**src/rtl/iq_phase_scheduler_if.sv**
```systemverilog
// Requester handshake bundle: host absolute-offset writes and loop phase adjustments.
interface iq_phase_scheduler_if #(
    parameter int unsigned RES = 8
);
    logic           cfg_valid;
    logic [RES-1:0] cfg_offset;
    logic           cfg_ready;
    logic           adj_valid;
    logic [RES-1:0] adj_delta;
    logic           adj_ready;

    // Requester side drives valid/payload and watches ready.
    modport master (
        output cfg_valid, cfg_offset, adj_valid, adj_delta,
        input  cfg_ready, adj_ready
    );

    // Scheduler side grants requests.
    modport slave (
        input  cfg_valid, cfg_offset, adj_valid, adj_delta,
        output cfg_ready, adj_ready
    );
endinterface

```
**src/rtl/iq_phase_scheduler.sv**
```systemverilog
// Sequences an I/Q generator: clear, warm-up, sample strobes, and arbitrated phase-offset updates.
module iq_phase_scheduler #(
    parameter int unsigned RES            = 8,
    parameter int unsigned CLK_DIV        = 20,
    parameter int unsigned LATENCY        = 3,
    parameter int unsigned WARMUP_SAMPLES = 4
) (
    input  logic                clk,
    input  logic                rst,
    input  logic                start,
    input  logic                stop,
    iq_phase_scheduler_if.slave req,
    output logic                gen_rst,
    output logic                gen_en,
    output logic                gen_new_sample,
    output logic [RES-1:0]      gen_offset,
    output logic                iq_strobe,
    output logic                busy
);
    localparam int unsigned DIV_W = (CLK_DIV > 1) ? $clog2(CLK_DIV) : 1;
    localparam int unsigned WUP_W = $clog2(WARMUP_SAMPLES + 1);

    typedef enum logic [1:0] {IDLE, CLEAR, WARMUP, RUN} state_t;

    state_t             state_q;
    state_t             state_d;
    logic [DIV_W-1:0]   div_q;
    logic [WUP_W-1:0]   wup_q;
    logic [LATENCY-1:0] sr_q;
    logic [RES-1:0]     off_q;
    logic               active;
    logic               strobe;
    logic               cfg_grant;
    logic               adj_grant;
    logic               pipe_in;

    // Next state, strobe decode and single-grant arbitration (host before loop).
    always_comb begin
        state_d   = state_q;
        active    = (state_q == WARMUP) || (state_q == RUN);
        strobe    = active && (div_q == DIV_W'(CLK_DIV - 1));
        cfg_grant = 1'b0;
        adj_grant = 1'b0;
        pipe_in   = strobe && (state_q == RUN);
        if (!rst) begin
            if (state_q == IDLE) begin
                cfg_grant = req.cfg_valid;
            end else if (strobe) begin
                cfg_grant = req.cfg_valid;
                adj_grant = req.adj_valid && !req.cfg_valid;
            end
        end
        case (state_q)
            IDLE:    if (start && !stop) state_d = CLEAR;
            CLEAR:   state_d = stop ? IDLE : WARMUP;
            WARMUP: begin
                if (stop)
                    state_d = IDLE;
                else if (strobe && (wup_q == WUP_W'(WARMUP_SAMPLES - 1)))
                    state_d = RUN;
            end
            RUN:     if (stop) state_d = IDLE;
            default: state_d = IDLE;
        endcase
    end

    // State, divider, warm-up count, offset and output-valid pipeline.
    always_ff @(posedge clk) begin
        if (rst) begin
            state_q <= IDLE;
            div_q   <= '0;
            wup_q   <= '0;
            sr_q    <= '0;
            off_q   <= '0;
        end else begin
            state_q <= state_d;
            if (active && (state_d != IDLE))
                div_q <= strobe ? '0 : div_q + DIV_W'(1);
            else
                div_q <= '0;
            if (state_q == CLEAR)
                wup_q <= '0;
            else if ((state_q == WARMUP) && strobe)
                wup_q <= wup_q + WUP_W'(1);
            if (cfg_grant)
                off_q <= req.cfg_offset;
            else if (adj_grant)
                off_q <= off_q + req.adj_delta;
            // Flushed on leaving RUN so no late output-valid escapes after stop.
            if (state_d != RUN)
                sr_q <= '0;
            else
                sr_q <= (sr_q << 1) | LATENCY'(pipe_in);
        end
    end

    assign req.cfg_ready   = cfg_grant;
    assign req.adj_ready   = adj_grant;
    assign gen_rst         = (state_q == CLEAR);
    assign gen_en          = (state_q != IDLE);
    assign busy            = (state_q != IDLE);
    assign gen_new_sample  = strobe;
    assign gen_offset      = off_q;
    assign iq_strobe       = sr_q[LATENCY-1];
endmodule

```
**src/flat_wrapper.sv**
```systemverilog
// flat-port wrapper written by rule: the top's interface ports become plain ports
module iq_phase_scheduler_flat 
#(
    parameter int unsigned RES            = 8,
    parameter int unsigned CLK_DIV        = 20,
    parameter int unsigned LATENCY        = 3,
    parameter int unsigned WARMUP_SAMPLES = 4
)
  (clk, rst, start, stop, gen_rst, gen_en, gen_new_sample, gen_offset, iq_strobe, busy, req_cfg_valid, req_cfg_offset, req_adj_valid, req_adj_delta, req_cfg_ready, req_adj_ready);
  iq_phase_scheduler_if #(.RES(RES)) req_i ();
  input  logic clk;
  input  logic rst;
  input  logic start;
  input  logic stop;
  output logic gen_rst;
  output logic gen_en;
  output logic gen_new_sample;
  output logic [RES-1:0] gen_offset;
  output logic iq_strobe;
  output logic busy;
  input wire logic [$bits(req_i.cfg_valid)-1:0] req_cfg_valid;
  input wire logic [$bits(req_i.cfg_offset)-1:0] req_cfg_offset;
  input wire logic [$bits(req_i.adj_valid)-1:0] req_adj_valid;
  input wire logic [$bits(req_i.adj_delta)-1:0] req_adj_delta;
  output wire logic [$bits(req_i.cfg_ready)-1:0] req_cfg_ready;
  output wire logic [$bits(req_i.adj_ready)-1:0] req_adj_ready;
  assign req_i.cfg_valid = req_cfg_valid;
  assign req_i.cfg_offset = req_cfg_offset;
  assign req_i.adj_valid = req_adj_valid;
  assign req_i.adj_delta = req_adj_delta;
  assign req_cfg_ready = req_i.cfg_ready;
  assign req_adj_ready = req_i.adj_ready;
  iq_phase_scheduler #(.RES(RES), .CLK_DIV(CLK_DIV), .LATENCY(LATENCY), .WARMUP_SAMPLES(WARMUP_SAMPLES)) u_core (.clk(clk), .rst(rst), .start(start), .stop(stop), .req(req_i), .gen_rst(gen_rst), .gen_en(gen_en), .gen_new_sample(gen_new_sample), .gen_offset(gen_offset), .iq_strobe(iq_strobe), .busy(busy));
endmodule
```
**config.mk**
```make
export PLATFORM = sky130hd
export DESIGN_NAME = iq_phase_scheduler_flat
export DESIGN_NICKNAME = d
export VERILOG_FILES = /design/src/rtl/iq_phase_scheduler_if.sv /design/src/rtl/iq_phase_scheduler.sv /design/src/flat_wrapper.sv
export SDC_FILE = /design/constraint.sdc
export NUM_CORES = 1
export LEC_CHECK = 0
export BUFFER_PORTS_ARGS = -buffer_cell sky130_fd_sc_hd__buf_2
export CAP_MARGIN = 15
export CORE_AREA = 5 5 59 61
export CTS_BUF_LIST = sky130_fd_sc_hd__clkbuf_8
export CTS_CLUSTER_DIAMETER = 40
export DETAILED_ROUTE_END_ITERATION = 6
export DIE_AREA = 0 0 64 66
export MAX_ROUTING_LAYER = met4
export PLACE_DENSITY = 0.73
export SYNTH_ARGS = -nofsm -noshare
export SYNTH_HDL_FRONTEND = slang
export SYNTH_SLANG_ARGS = --single-unit
```
**constraint.sdc**
```tcl
create_clock -name clk -period 2.7 [get_ports clk]
set_clock_uncertainty 0.15 [all_clocks]
set_input_delay 0.135 -clock clk [delete_from_list [all_inputs] [get_ports clk]]
set_output_delay 0.135 -clock clk [all_outputs]
set_load 0.005 [all_outputs]
```
==> impl_metrics.toml <==
[layout]
fill_cells = 278
drive_gt1_frac = 0.255
design_area_um2 = 1510
area_delta_synth_final_pct = 20.4
antenna_cells = 0
layout.nets = 218

[grt]
grt_pass1_wl_um = 5330
antenna_found_initial = 0
grt_pass1_vias = 1245
grt_usage = 0.160
grt_overflow_total = 0
grt_max_degree = 18

[floorplanning]
core_um2 = 2930
ios = 37
start_util = 0.429
die_y_um = 66
die_x_um = 64
die-area_um2 = 4220
rows = 20

[synth]
ys.flop_type = "dfxtp_1"
postSynthCellCount = 146
synth_seq_cells = 21
ys_seq_area_frac = 0.335
postSynthAreaPerCell_um2 = 8.60
synth_area_um2 = 1260
ys_types = 46
synth_edf_count = 0
synth_nets = 179
synth_warnings = 0
async_flop_share = 0

[pwr]
p_leak_uw = 0.000705
seqPwrFrac = 0.513
p_per_area_nw_per_um2 = 418
p_clk_frac = 0.317
vdd_drop_max_uv = 263
switchingPower_uw = 161
intPower_uw = 471
comb_power_share = 0.170
p_sw_frac = 0.255

[critical_path]
worstSetupPathType = "flip-flop to flip-flop"
worstSetupEndpointType = "flip-flop"
crit_path_max_fanout = 7
arrival_ns = 2.39
critPathLaunchType = "flip-flop"
required_ns = 2.72

[flow_run]
cap_violations = 0

[clock_tree]
hold_buffers = 3
cts.clk_slew.worst_paths_ns = 0.07
cts_max_path_buffers = 2
cts_setup_buffers = 0
h-tree-depth = 1
cts_sinks = 21
cts-root-buf = "clkbuf_8"
tritoncts = "yes"
clock_latency_ns = 0.26
cts_resized = 0
cts_inserted_buffers = 3

[detailed_routing]
postRouteAntennaNets = 0
avgViaCountPerCell = 5.64
num_vias = 1223
drt-wirelength-per-cell_um = 13.7
drt_wl_total_um = 2980
drt_iter0_drc = 82
drc = 0
firstDrtPassIters = 4

[timing]
min_period_over_period = 0.876
finalSetupViolCount = 0
rsz0062_at_grt = "false"
finalMaxSlewViolations = 0
hold_viol_final = 0
fin_ws_ns = 0.336
fin_crit_ns = 2.36
tightest_slew_ns = 0.419
setup-tns-final_ns = 0
relSlewSlack = 0.721
max_freq_ghz = 0.423

[worst_hold_path]
min-delay-path-class = "input pin to flip-flop"

[place]
dp_hpwl_um = 2420
place_area_um2 = 1440
place_ws_ns = 0.373
gp_congestion = 0.832
numPortBuffers = 36

[status]
status = "finished clean"
cells in the final DEF, fill, tap and decap left out, drive strengths merged, types with 3 or more instances in the layout:
cell type,count
dlygate4sd3,3
and2,3
a211oi,3
nor4,3
nor2,22
nand2,4
ha,10
nand3,5
inv,10
dfxtp,21
nor3,5
xnor2,3
o21ai,7
clkbuf,3
a21oi,11
buf,36
per-layer routing:
metal	track usage	wire [um]	share of wire	up-vias
li1	-	-	-	611
met1	0.177	1260	0.42	572
met2	0.274	1480	0.50	32
met3	0.0391	169	0.057	8
met4	0.0649	68	0.023	0
met5	-	0	0	-
sequential cells by signal (all words and copies together), names as in the netlist:
register / flops
u_core.sr_q: 3
u_core.state_q: 2
u_core.gen_offset: 8
u_core.div_q: 5
u_core.wup_q: 3
area by class of cell:
class                      count  area (um^2)  area share
sequential                    21          420       0.278
timing repair buffer          39          210       0.139
multi-input combinational    110          754       0.499
inverter                      10         40.0      0.0265
clock buffer                   3         41.3      0.0273
tap                           33         41.3      0.0273
clock inverter                 1         5.00     0.00331
synthesized netlist by cell type, types with 2 or more instances:
| master | number | area share |
|---|---|---|
| a22oi_1 | 2 | 0.012 |
| buf_6 | 2 | 0.018 |
| and2_1 | 3 | 0.015 |
| a21oi_1 | 11 | 0.044 |
| a211oi_1 | 3 | 0.018 |
| nand2_1 | 4 | 0.012 |
| dfxtp_1 | 21 | 0.33 |
| mux2i_1 | 2 | 0.016 |
| nor3_1 | 5 | 0.020 |
| inv_1 | 9 | 0.027 |
| and3_1 | 2 | 0.010 |
| nand3_1 | 5 | 0.020 |
| xor2_1 | 2 | 0.014 |
| o21ai_0 | 7 | 0.028 |
| xnor2_1 | 3 | 0.021 |
| buf_4 | 2 | 0.012 |
| ha_1 | 10 | 0.10 |
| a222oi_1 | 2 | 0.016 |
| nor4_1 | 2 | 0.010 |
| nor2_1 | 22 | 0.066 |
| o22ai_1 | 2 | 0.010 |
power by group through the flow:
stage	combinational, uW	sequential [uW]	clock, uW
6_report	108	324	200
5_1_grt	121	325	224
4_1_cts	108	324	207
3_5_place_dp	104	331	0
3_3_place_gp	102	331	0
2_1_floorplan	67.7	330	0
through the flow:
step                      power, uW   util  hold slack (ns)  cells
final                           632  0.517          0.00635    217
after detailed placement        436  0.491            0.200    210
after floorplan                 397      -           0.0617    146
after global routing            671  0.517           0.0257    217
after global placement          433  0.491            0.192    210
after CTS                       639  0.517          0.00634    217
worst paths after layout:
check | depth (start not counted) | slack, ns | startpoint | end
hold / removal | 3 | 0.006 | req_cfg_offset[0] | u_core.gen_offset[0]$_SDFFE_PP0P_
setup reg to reg | 7 | 0.34 | u_core.div_q[0]$_SDFF_PP0_ | u_core.gen_offset[7]$_SDFFE_PP0P_
hold reg to reg | 1 | 0.28 | u_core.sr_q[0]$_SDFF_PP0_ | u_core.sr_q[1]$_SDFF_PP0_
setup / recovery | 7 | 0.34 | u_core.div_q[0]$_SDFF_PP0_ | u_core.gen_offset[7]$_SDFFE_PP0P_
logic make-up (layout without fill, tap and decap cells):
kind of cell,Yosys count,in the layout,synth area share
simple gates,53,53,0.221
compound gates,39,39,0.213
flops,21,21,0.335
buf+inv,15,53,0.0647
fa+ha+maj,11,11,0.116
xor+xnor,5,5,0.0349
mux,2,2,0.0159
critical path, stage by stage (launching register included):
cell and delay [ns]:
dfxtp_1 0.33, ha_1 0.26, and4b_1 0.21, a21oi_1 0.37, inv_1 0.24, a21oi_1 0.37
nand2_1 0.12, a221oi_2 0.24
(Power assumes the default switching activity.)
